<file path="config.mk">
export PLATFORM = sky130hd
export DESIGN_NAME = huff_serializer_flat
export DESIGN_NICKNAME = d
export VERILOG_FILES = /design/src/rtl/huff_serializer_if.sv /design/src/rtl/huff_serializer.sv /design/src/flat_wrapper.sv
export SDC_FILE = /design/constraint.sdc
export NUM_CORES = 1
export LEC_CHECK = 0
export CORE_ASPECT_RATIO = 1.5
export CORE_MARGIN = 3
export CORE_UTILIZATION = 35
export DETAILED_ROUTE_END_ITERATION = 6
export PLACE_DENSITY_LB_ADDON = 0.3
export SLEW_MARGIN = 30
export SYNTH_ARGS = -nofsm -noshare
export SYNTH_HDL_FRONTEND = slang
export SYNTH_SLANG_ARGS = --single-unit
</file>
<file path="constraint.sdc">
create_clock -name clk -period 4.59 [get_ports clk]
set_input_delay 1.377 -clock clk [delete_from_list [all_inputs] [get_ports clk]]
set_output_delay 1.377 -clock clk [all_outputs]
set_load 0.03 [all_outputs]
</file>
<file path="src/rtl/huff_serializer_if.sv">
// Codeword-in / serial-bit-out handshake bundle for huff_serializer.
// slave is the serializer's view; master is the producer/consumer view.
interface huff_serializer_if #(
  parameter int MAX_LEN = 16,
  parameter int LEN_W   = 5
);
  logic               in_valid;
  logic               in_ready;
  logic [MAX_LEN-1:0] in_code;
  logic [LEN_W-1:0]   in_len;
  logic               out_valid;
  logic               out_ready;
  logic               out_bit;
  logic               out_sop;
  logic               out_eop;

  modport slave (
    input  in_valid, in_code, in_len, out_ready,
    output in_ready, out_valid, out_bit, out_sop, out_eop
  );

  modport master (
    output in_valid, in_code, in_len, out_ready,
    input  in_ready, out_valid, out_bit, out_sop, out_eop
  );
endinterface

</file>
<file path="src/rtl/huff_serializer.sv">
// Variable-length codeword to MSB-first bit-stream serializer with input FIFO.
// Optional BIT_COUNT_EN adds a 32-bit transferred-bit counter with clear input.
module huff_serializer #(
  parameter int MAX_LEN    = 16,
  parameter int LEN_W      = 5,
  parameter int FIFO_DEPTH = 4
) (
  input  logic               clk,
  input  logic               rst,
  input  logic               flush,
  huff_serializer_if.slave   io,
  output logic               busy,
  output logic               err
`ifdef BIT_COUNT_EN
  ,
  input  logic               bit_count_clr,
  output logic [31:0]        bit_count
`endif
);

  localparam int PTR_W = $clog2(FIFO_DEPTH);
  localparam int CNT_W = PTR_W + 1;
  localparam logic [CNT_W-1:0] FULL_CNT  = CNT_W'(FIFO_DEPTH);
  localparam logic [LEN_W-1:0] MAX_LEN_L = LEN_W'(MAX_LEN);
  localparam logic [LEN_W-1:0] ONE_L     = LEN_W'(1);

  logic [MAX_LEN-1:0] code_mem [FIFO_DEPTH];
  logic [LEN_W-1:0]   len_mem  [FIFO_DEPTH];

  logic [PTR_W-1:0]   wr_ptr_q, wr_ptr_d, rd_ptr_q, rd_ptr_d;
  logic [CNT_W-1:0]   count_q, count_d;
  logic [MAX_LEN-1:0] sreg_q, sreg_d;
  logic [LEN_W-1:0]   rem_q, rem_d;
  logic               first_q, first_d;
  logic               err_q, err_d;

  logic               accept, len_zero, len_big, push, pop, shift, valid;
  logic [LEN_W-1:0]   wr_len, rd_len, sh_amt;

  always_comb begin
    valid    = (rem_q != '0);
    accept   = io.in_valid & io.in_ready & ~flush;
    len_zero = (io.in_len == '0);
    len_big  = (io.in_len > MAX_LEN_L);
    push     = accept & ~len_zero;
    wr_len   = len_big ? MAX_LEN_L : io.in_len;
    shift    = valid & io.out_ready;
    // A word loads into an idle shifter or straight behind the last bit leaving it.
    pop      = (count_q != '0) & ((rem_q == '0) | ((rem_q == ONE_L) & shift));
    rd_len   = len_mem[rd_ptr_q];
    sh_amt   = MAX_LEN_L - rd_len;
  end

  // NOTE: every always_comb output gets a default first so no path can infer a latch.
  always_comb begin
    wr_ptr_d = wr_ptr_q;
    rd_ptr_d = rd_ptr_q;
    count_d  = count_q + CNT_W'(push) - CNT_W'(pop);
    sreg_d   = sreg_q;
    rem_d    = rem_q;
    first_d  = first_q;
    err_d    = err_q | (accept & (len_zero | len_big));
    if (push) wr_ptr_d = wr_ptr_q + PTR_W'(1);
    if (pop) begin
      rd_ptr_d = rd_ptr_q + PTR_W'(1);
      sreg_d   = code_mem[rd_ptr_q] << sh_amt;
      rem_d    = rd_len;
      first_d  = 1'b1;
    end else if (shift) begin
      sreg_d   = {sreg_q[MAX_LEN-2:0], 1'b0};
      rem_d    = rem_q - ONE_L;
      first_d  = 1'b0;
    end
    if (flush) begin
      wr_ptr_d = '0;
      rd_ptr_d = '0;
      count_d  = '0;
      sreg_d   = '0;
      rem_d    = '0;
      first_d  = 1'b0;
      err_d    = 1'b0;
    end
  end

  // NOTE: clocked state uses non-blocking assignments so all registers update from pre-edge values.
  always_ff @(posedge clk) begin
    if (rst) begin
      wr_ptr_q <= '0;
      rd_ptr_q <= '0;
      count_q  <= '0;
      sreg_q   <= '0;
      rem_q    <= '0;
      first_q  <= 1'b0;
      err_q    <= 1'b0;
    end else begin
      wr_ptr_q <= wr_ptr_d;
      rd_ptr_q <= rd_ptr_d;
      count_q  <= count_d;
      sreg_q   <= sreg_d;
      rem_q    <= rem_d;
      first_q  <= first_d;
      err_q    <= err_d;
    end
  end

  // NOTE: FIFO storage is not reset; count_q gates every read, so stale contents are never observed.
  always_ff @(posedge clk) begin
    if (push) begin
      code_mem[wr_ptr_q] <= io.in_code;
      len_mem[wr_ptr_q]  <= wr_len;
    end
  end

  assign io.in_ready  = (count_q != FULL_CNT);
  assign io.out_valid = valid;
  assign io.out_bit   = sreg_q[MAX_LEN-1];
  assign io.out_sop   = valid & first_q;
  assign io.out_eop   = valid & (rem_q == ONE_L);
  assign busy         = (count_q != '0) | valid;
  assign err          = err_q;

`ifdef BIT_COUNT_EN
  logic [31:0] bit_count_q;

  always_ff @(posedge clk) begin
    if (rst || flush || bit_count_clr) begin
      bit_count_q <= '0;
    end else if (shift) begin
      bit_count_q <= bit_count_q + 32'd1;
    end
  end

  assign bit_count = bit_count_q;
`endif

endmodule

</file>
<file path="src/flat_wrapper.sv">
// flat-port wrapper written by rule: the top's interface ports become plain ports
module huff_serializer_flat 
#(
  parameter int MAX_LEN    = 16,
  parameter int LEN_W      = 5,
  parameter int FIFO_DEPTH = 4
)
  (clk, rst, flush, busy, err, io_in_valid, io_in_code, io_in_len, io_out_ready, io_in_ready, io_out_valid, io_out_bit, io_out_sop, io_out_eop);
  huff_serializer_if #(.MAX_LEN(MAX_LEN), .LEN_W(LEN_W)) io_i ();
  input  logic clk;
  input  logic rst;
  input  logic flush;
  output logic busy;
  output logic err;
  input wire logic [$bits(io_i.in_valid)-1:0] io_in_valid;
  input wire logic [$bits(io_i.in_code)-1:0] io_in_code;
  input wire logic [$bits(io_i.in_len)-1:0] io_in_len;
  input wire logic [$bits(io_i.out_ready)-1:0] io_out_ready;
  output wire logic [$bits(io_i.in_ready)-1:0] io_in_ready;
  output wire logic [$bits(io_i.out_valid)-1:0] io_out_valid;
  output wire logic [$bits(io_i.out_bit)-1:0] io_out_bit;
  output wire logic [$bits(io_i.out_sop)-1:0] io_out_sop;
  output wire logic [$bits(io_i.out_eop)-1:0] io_out_eop;
  assign io_i.in_valid = io_in_valid;
  assign io_i.in_code = io_in_code;
  assign io_i.in_len = io_in_len;
  assign io_i.out_ready = io_out_ready;
  assign io_in_ready = io_i.in_ready;
  assign io_out_valid = io_i.out_valid;
  assign io_out_bit = io_i.out_bit;
  assign io_out_sop = io_i.out_sop;
  assign io_out_eop = io_i.out_eop;
  huff_serializer #(.MAX_LEN(MAX_LEN), .LEN_W(LEN_W), .FIFO_DEPTH(FIFO_DEPTH)) u_core (.clk(clk), .rst(rst), .flush(flush), .io(io_i), .busy(busy), .err(err));
endmodule
</file>
==> run metrics, run 1 <==
num ports 33; PwrDens 635.5 nW/µm²; R2R depth 11; Fillers 1,409; Post-CTS Resized 0; Unique masters post-synth 46; H-tree Lvls 4; Port Buf Inserts 32; setup TNS 0 ns; Crit Path Max Fanout 4; final worst path period share 0.7652; # diodes 0; Tightest Pin Transition 0.9225 ns; GRT Total Usage 0.1328; Syn Area/Cell 13.89 µm²; hpwl dp 7101 µm; Clock Sinks 116; sequential share of the synthesized area 0.5916; required time worst endpoint 3.21 ns; Vias 3,197; CP Launch Point u_core.rem_q[4]; Detailed Route WL 10,450 µm; Worst R2R Setup Slack 1.21 ns; Leak 2.208 nW; gp weighted congestion 0.7610; die footprint 16,830 µm²; grt ovf 0; post-CTS setup buffers 0; placed instance area 5866 µm²; maximum VDD drop 0.4651 mV; area of the mapped netlist 5346 µm²; Final Hold Vio Count 0; outcome complete, no violations; DR DRC count 0; EDFF count, synth 84; asr flop ratio synth 0; share of cells above drive strength 1 0.1991; P&R area growth vs syn 20.38%; Max Transition Viols Final 0; cts bufs inserted 17; Root Buffer clkbuf_16; Core Rows 54; vias per cell 5.051; detailed-route wire length per cell 16.51 µm; crit end category output port; Std-Cell Core Area 14,730 µm²; crit start category flop; Synth Warn # 0; Setup Viol. Count Final 0; syn_nets 423; Hold Path Class flop to flop; Yosys reg bits 116; number of routed nets with antenna violations 0; Clock Pin Slew Worst Setup and Hold Paths 0.06 ns; vias in the first global route 3,325; Worst R2R End u_core.sreg_q[12]; max cap viols 0; Initial Util 0.3630; ys flop type edfxtp_1; Crit Path Class flop to output port; Final Util 0.4370; Max Clk Rate 0.2847 GHz; design area 6436 µm²; Final min period 3.512 ns; deepest clock path buffer count 2; CP Capture Point io_out_eop; initial antenna violation count 0; nets@finish 462; largest net degree at the start of global routing 26; Rel. slew slack 0.3850; hold-fix buffer count after cts 0; Data arrival, critical path 2.14 ns; global-route wire length before repair 17,170 µm; Die H 157.4 µm; RSZ-0062 raised after global routing no; CTS tree done; DR iter-0 viols 106; Worst Skew 0.008886 ns; drt first pass iters 4; Post-Syn Instances 385; clk_lat worst skew 0.41 ns; Horiz. Die Dim 106.9 µm
==> critical path, cell delays in order, from the launching register on <==
cell and delay, ns:
dfxtp_1 0.34, or3_1 0.44, nor3b_1 0.24, clkdlybuf4s50_1 0.71
==> layout by cell type (no fill, tap or decap), types with 3 or more instances in the layout <==
cell type	n
nor2_1	38
xor2_1	3
inv_1	12
mux4_2	23
mux2_4	4
nand3_1	3
mux2i_1	17
clkbuf_16	17
nand2_1	13
o21ai_0	25
dfxtp_1	32
nand3b_1	4
a221oi_1	12
xnor2_1	5
mux2_2	7
clkdlybuf4s50_1	32
a21oi_1	18
nor2b_1	6
clkinvlp_4	3
inv_6	7
inv_8	3
a211oi_1	7
nor3_1	7
buf_4	9
edfxtp_1	84
and2_1	7
ha_1	11
==> per-layer routing <==
| metal | up-vias | GRT usage | routed length, µm |
|---|---|---|---|
| met5 | - | 0 | 0 |
| met4 | 0 | 0.06094 | 217 |
| met3 | 14 | 0.03242 | 247 |
| met2 | 55 | 0.2354 | 5653 |
| met1 | 1578 | 0.1502 | 4332 |
| li1 | 1550 | - | - |
==> area by class of cell <==
| cell class | count | area [µm²] | share of cell area |
|---|---|---|---|
| multi-input combinational | 236 | 2034 | 0.3161 |
| timing repair buffer | 41 | 387.9 | 0.06026 |
| clock buffer | 17 | 425.4 | 0.06610 |
| clock inverter | 15 | 135.1 | 0.02100 |
| inverter | 12 | 45.04 | 0.006998 |
| tap | 196 | 245.2 | 0.03810 |
| sequential | 116 | 3163 | 0.4914 |
==> where the power goes <==
part,switching (mW),leakage (nW),internal (mW)
logic,0.913,0.916,0.660
registers,0.0591,1.02,1.23
clock network,0.516,0.268,0.713
==> kinds of logic (layout without fill, tap and decap cells) <==
| kind of cell | count (synthesis) | after routing | share of synthesized area |
|---|---|---|---|
| and+or+nand+nor | 91 | 91 | 0.08378 |
| DFF | 116 | 116 | 0.5916 |
| buffers and inverters | 33 | 85 | 0.02972 |
| AOI/OAI and AO/OA | 70 | 70 | 0.08378 |
| muxes | 53 | 53 | 0.1638 |
| adders and majority gates | 12 | 12 | 0.02949 |
| xor gates and xnor gates | 10 | 10 | 0.01779 |
==> sequential cells by signal, indices dropped and copies added (netlist names), named ones only <==
signal / flops
u_core.code_mem: 64
u_core.len_mem: 20
u_core.sreg_q: 16
u_core.rem_q: 5
u_core.count_q: 3
u_core.rd_ptr_q: 2
u_core.wr_ptr_q: 2
u_core.err: 1
u_core.first_q: 1
==> worst min-delay path by stage <==
stage | cells past startpoint | end | slack (ns) | start
after CTS | 2 | u_core.err | 0.47 | u_core.err
final | 2 | u_core.err | 0.47 | u_core.err
after detailed placement | 2 | u_core.err | 0.46 | u_core.err
after floorplan | 2 | u_core.first_q | 0.45 | u_core.first_q
after global routing | 2 | u_core.first_q | 0.50 | u_core.first_q
after global placement | 2 | u_core.err | 0.45 | u_core.err
==> stage by stage <==
stage	setup slack [ns]	hold slack (ns)	power, mW	std cells
after floorplan	1.489	0.4482	2.522	385
after global placement	1.027	0.4484	2.848	601
after detailed placement	0.9359	0.4610	2.880	601
after CTS	1.066	0.4749	4.129	633
after global routing	0.9120	0.5049	4.337	633
final	1.078	0.4694	4.090	633
==> Yosys cell counts, drive strengths merged, types with 3 or more instances <==
library cell	instances	share of area
a211oi	7	0.0098
a21oi	18	0.017
a221oi	14	0.025
and2	7	0.0082
buf	10	0.014
clkbuf	11	0.0077
dfxtp	32	0.12
edfxtp	84	0.47
ha	11	0.026
inv	12	0.0084
mux2	11	0.026
mux2i	18	0.036
mux4	24	0.10
nand2	13	0.0091
nand3	4	0.0047
nand3b	4	0.0056
nor2	41	0.031
nor2b	6	0.0070
nor3	8	0.0084
o21ai	26	0.024
xnor2	7	0.013
xor2	3	0.0049
Note: power is estimated with default switching activity, not from simulation.
==> run 2: changes to the inputs <==
clock period = 3.5 ns   (was 4.59 ns; I/O delays follow)
==> run metrics, run 2 (same netlist as run 1, synthesis figures left out) <==
Hold Path Class flop to flop (unchanged); Crit Path Max Fanout 4 (unchanged); required time worst endpoint 2.45 ns (was 3.21 ns); Max Transition Viols Final 0 (unchanged); post-CTS setup buffers 0 (unchanged); hold-fix buffer count after cts 0 (unchanged); Clock Pin Slew Worst Setup and Hold Paths 0.06 ns (about the same); Post-CTS Resized 0 (unchanged); clk_lat worst skew 0.41 ns (about the same); Max Clk Rate 0.3152 GHz; Leak 2.255 nW (was 2.208 nW); design area 6523 µm² (was 6436 µm²); CP max stage delay 0.71 ns (about the same); Die H 157.4 µm (unchanged); cts bufs inserted 17 (unchanged); detailed-route wire length per cell 16.50 µm (was 16.51 µm); Clock Sinks 116 (unchanged); initial antenna violation count 0 (unchanged); outcome complete, no violations (unchanged); Crit Path Class flop to output port (unchanged); number of routed nets with antenna violations 0 (unchanged); die footprint 16,830 µm² (unchanged); largest net degree at the start of global routing 25 (was 26); NetSw 1.873 mW (was 1.488 mW); Port Buf Inserts 32 (unchanged); hpwl dp 7116 µm (was 7101 µm); RSZ-0062 raised after global routing no (unchanged); Fillers 1,367 (was 1,409); H-tree Lvls 4 (unchanged); deepest clock path buffer count 2 (unchanged); gp weighted congestion 0.7806 (was 0.7610); internal cell power 3.677 mW (was 2.602 mW); max reg flops 64 (unchanged); grt ovf 0 (unchanged); hold_ws 0.4687 ns (was 0.4694 ns); vias in the first global route 3,308 (was 3,325); Final Util 0.4428 (was 0.4370); vias per cell 5.100 (was 5.051); GRT Total Usage 0.1362 (was 0.1328); share of cells above drive strength 1 0.1995 (was 0.1991); setup TNS 0 ns (unchanged); Data arrival, critical path 2.12 ns (was 2.14 ns); drt first pass iters 4 (unchanged); Hold Path Depth 2 (unchanged); PwrDens 850.9 nW/µm² (was 635.5 nW/µm²); num ports 33 (unchanged); CTS tree done (unchanged); crit end category output port (unchanged); multi-input logic area 2032 µm² (was 2034 µm²); R2R depth 9 (was 11); Setup Viol. Count Final 0 (unchanged); Worst R2R End u_core.sreg_q[6] (was u_core.sreg_q[12]); placed instance area 5903 µm² (was 5866 µm²); Tightest Pin Transition 0.7933 ns (was 0.9225 ns); global-route wire length before repair 17,620 µm (was 17,170 µm); Final min period 3.172 ns; Core Rows 54 (unchanged); Hold Path Origin u_core.err (unchanged); Worst Path Buf+Inv 1 (unchanged); most frequent cells in the layout edfxtp_1 (84), nor2_1 (39), dfxtp_1 (32), clkdlybuf4s50_1 (32), o21ai_0 (25) (was edfxtp_1 (84), nor2_1 (38), dfxtp_1 (32), clkdlybuf4s50_1 (32), o21ai_0 (25)); FF+latch area 3163 µm² (unchanged); CP max-delay cell clkdlybuf4s50_1 (unchanged); Horiz. Die Dim 106.9 µm (unchanged); register share of total power 0.305 (was 0.315); # diodes 0 (unchanged); Cell Chain, Critical Path or3_1, nor3b_1, clkdlybuf4s50_1 (unchanged); DR iter-0 viols 164 (was 106); Worst Skew 0.007803 ns (was 0.008886 ns); Detailed Route WL 10,510 µm (was 10,450 µm); Worst R2R Setup Slack 0.42 ns (was 1.21 ns); clock share of power 0.322 (was 0.300); Sw Ratio 0.3375 (was 0.3638); Vias 3,249 (was 3,197); Rel. slew slack 0.4711 (was 0.3850); max cap viols 0 (unchanged); Root Buffer clkbuf_16 (unchanged); Largest regs u_core.code_mem (64), u_core.len_mem (20), u_core.sreg_q (16) (unchanged); Std-Cell Core Area 14,730 µm² (unchanged); Largest Register u_core.code_mem (unchanged); maximum VDD drop 0.3648 mV (was 0.4651 mV); Top delay family on crit path buffers and inverters (unchanged); final worst path period share 0.9064; Final Hold Vio Count 0 (unchanged); Hold EP u_core.err (unchanged); most common cell after layout, fill and taps aside edfxtp_1 (unchanged); post-route total power 5.550 mW (was 4.090 mW); crit start category flop (unchanged); Logic pwr share 0.373 (was 0.385); Initial Util 0.3630 (unchanged); nets@finish 467 (was 462); DR DRC count 0 (unchanged); P&R area growth vs syn 22.00% (was 20.38%)
[run 2: cell types whose count changed in the layout (fill, tap and decap cells not counted)]
| cell | delta |
|---|---|
| nor2_2 | -1 |
| clkinv_1 | +2 |
| inv_8 | -3 |
| buf_4 | +5 |
| nor2_1 | +1 |
| bufinv_16 | +4 |
| inv_6 | -6 |
| clkinv_2 | +2 |
[run 2: power groups by stage]
stage / Clock [mW] / Combinational [mW] / Sequential [mW]
6_report: 1.79 / 2.07 / 1.69
5_1_grt: 1.89 / 2.31 / 1.71
4_1_cts: 1.82 / 2.09 / 1.69
3_5_place_dp: 0 / 2.07 / 1.72
3_3_place_gp: 0 / 2.04 / 1.71
2_1_floorplan: 0 / 1.61 / 1.70
[run 2: tightest hold or removal path, delay by kind of cell, from the launching register on]
family,cells,cell delay (ns)
flip-flops,1,0.33
AND/OR/NAND/NOR,2,0.11
[run 2: cell type report]
class | count | share of cell area
sequential | 116 | 0.4849
multi-input combinational | 236 | 0.3115
clock buffer | 17 | 0.06522
timing repair buffer | 46 | 0.06522
tap | 196 | 0.03760
clock inverter | 14 | 0.02858
inverter | 12 | 0.006906
[run 2: worst max-delay path by stage]
| stage | from | to | slack, ns | cells after the start |
|---|---|---|---|---|
| finish | u_core.rem_q[4] | io_out_eop | 0.33 | 3 |
| global route | u_core.rem_q[0] | io_out_eop | 0.21 | 4 |
| CTS | u_core.rem_q[4] | io_out_eop | 0.32 | 3 |
| detailed placement | io_in_len[3] | u_core.count_q[2] | 0.19 | 9 |
| global placement | io_in_len[3] | u_core.count_q[2] | 0.26 | 9 |
| floorplan | flop | u_core.sreg_q[6] | 0.57 | 12 |
[run 2: layer usage]
metal | global-route usage | part of all wire | wire, µm | up-vias
met4 | 0.05850 | 0.014 | 151 | 0
li1 | - | - | - | 1561
met3 | 0.03693 | 0.031 | 329 | 12
met5 | 0 | 0 | 0 | -
met2 | 0.2396 | 0.53 | 5587 | 56
met1 | 0.1552 | 0.42 | 4441 | 1620
[run 2: per-stage QoR]
step	std cells	worst slack [ns]
finish	637	0.3277
global route	637	0.2084
CTS	637	0.3199
detailed placement	606	0.1899
global placement	606	0.2632
floorplan	385	0.5695
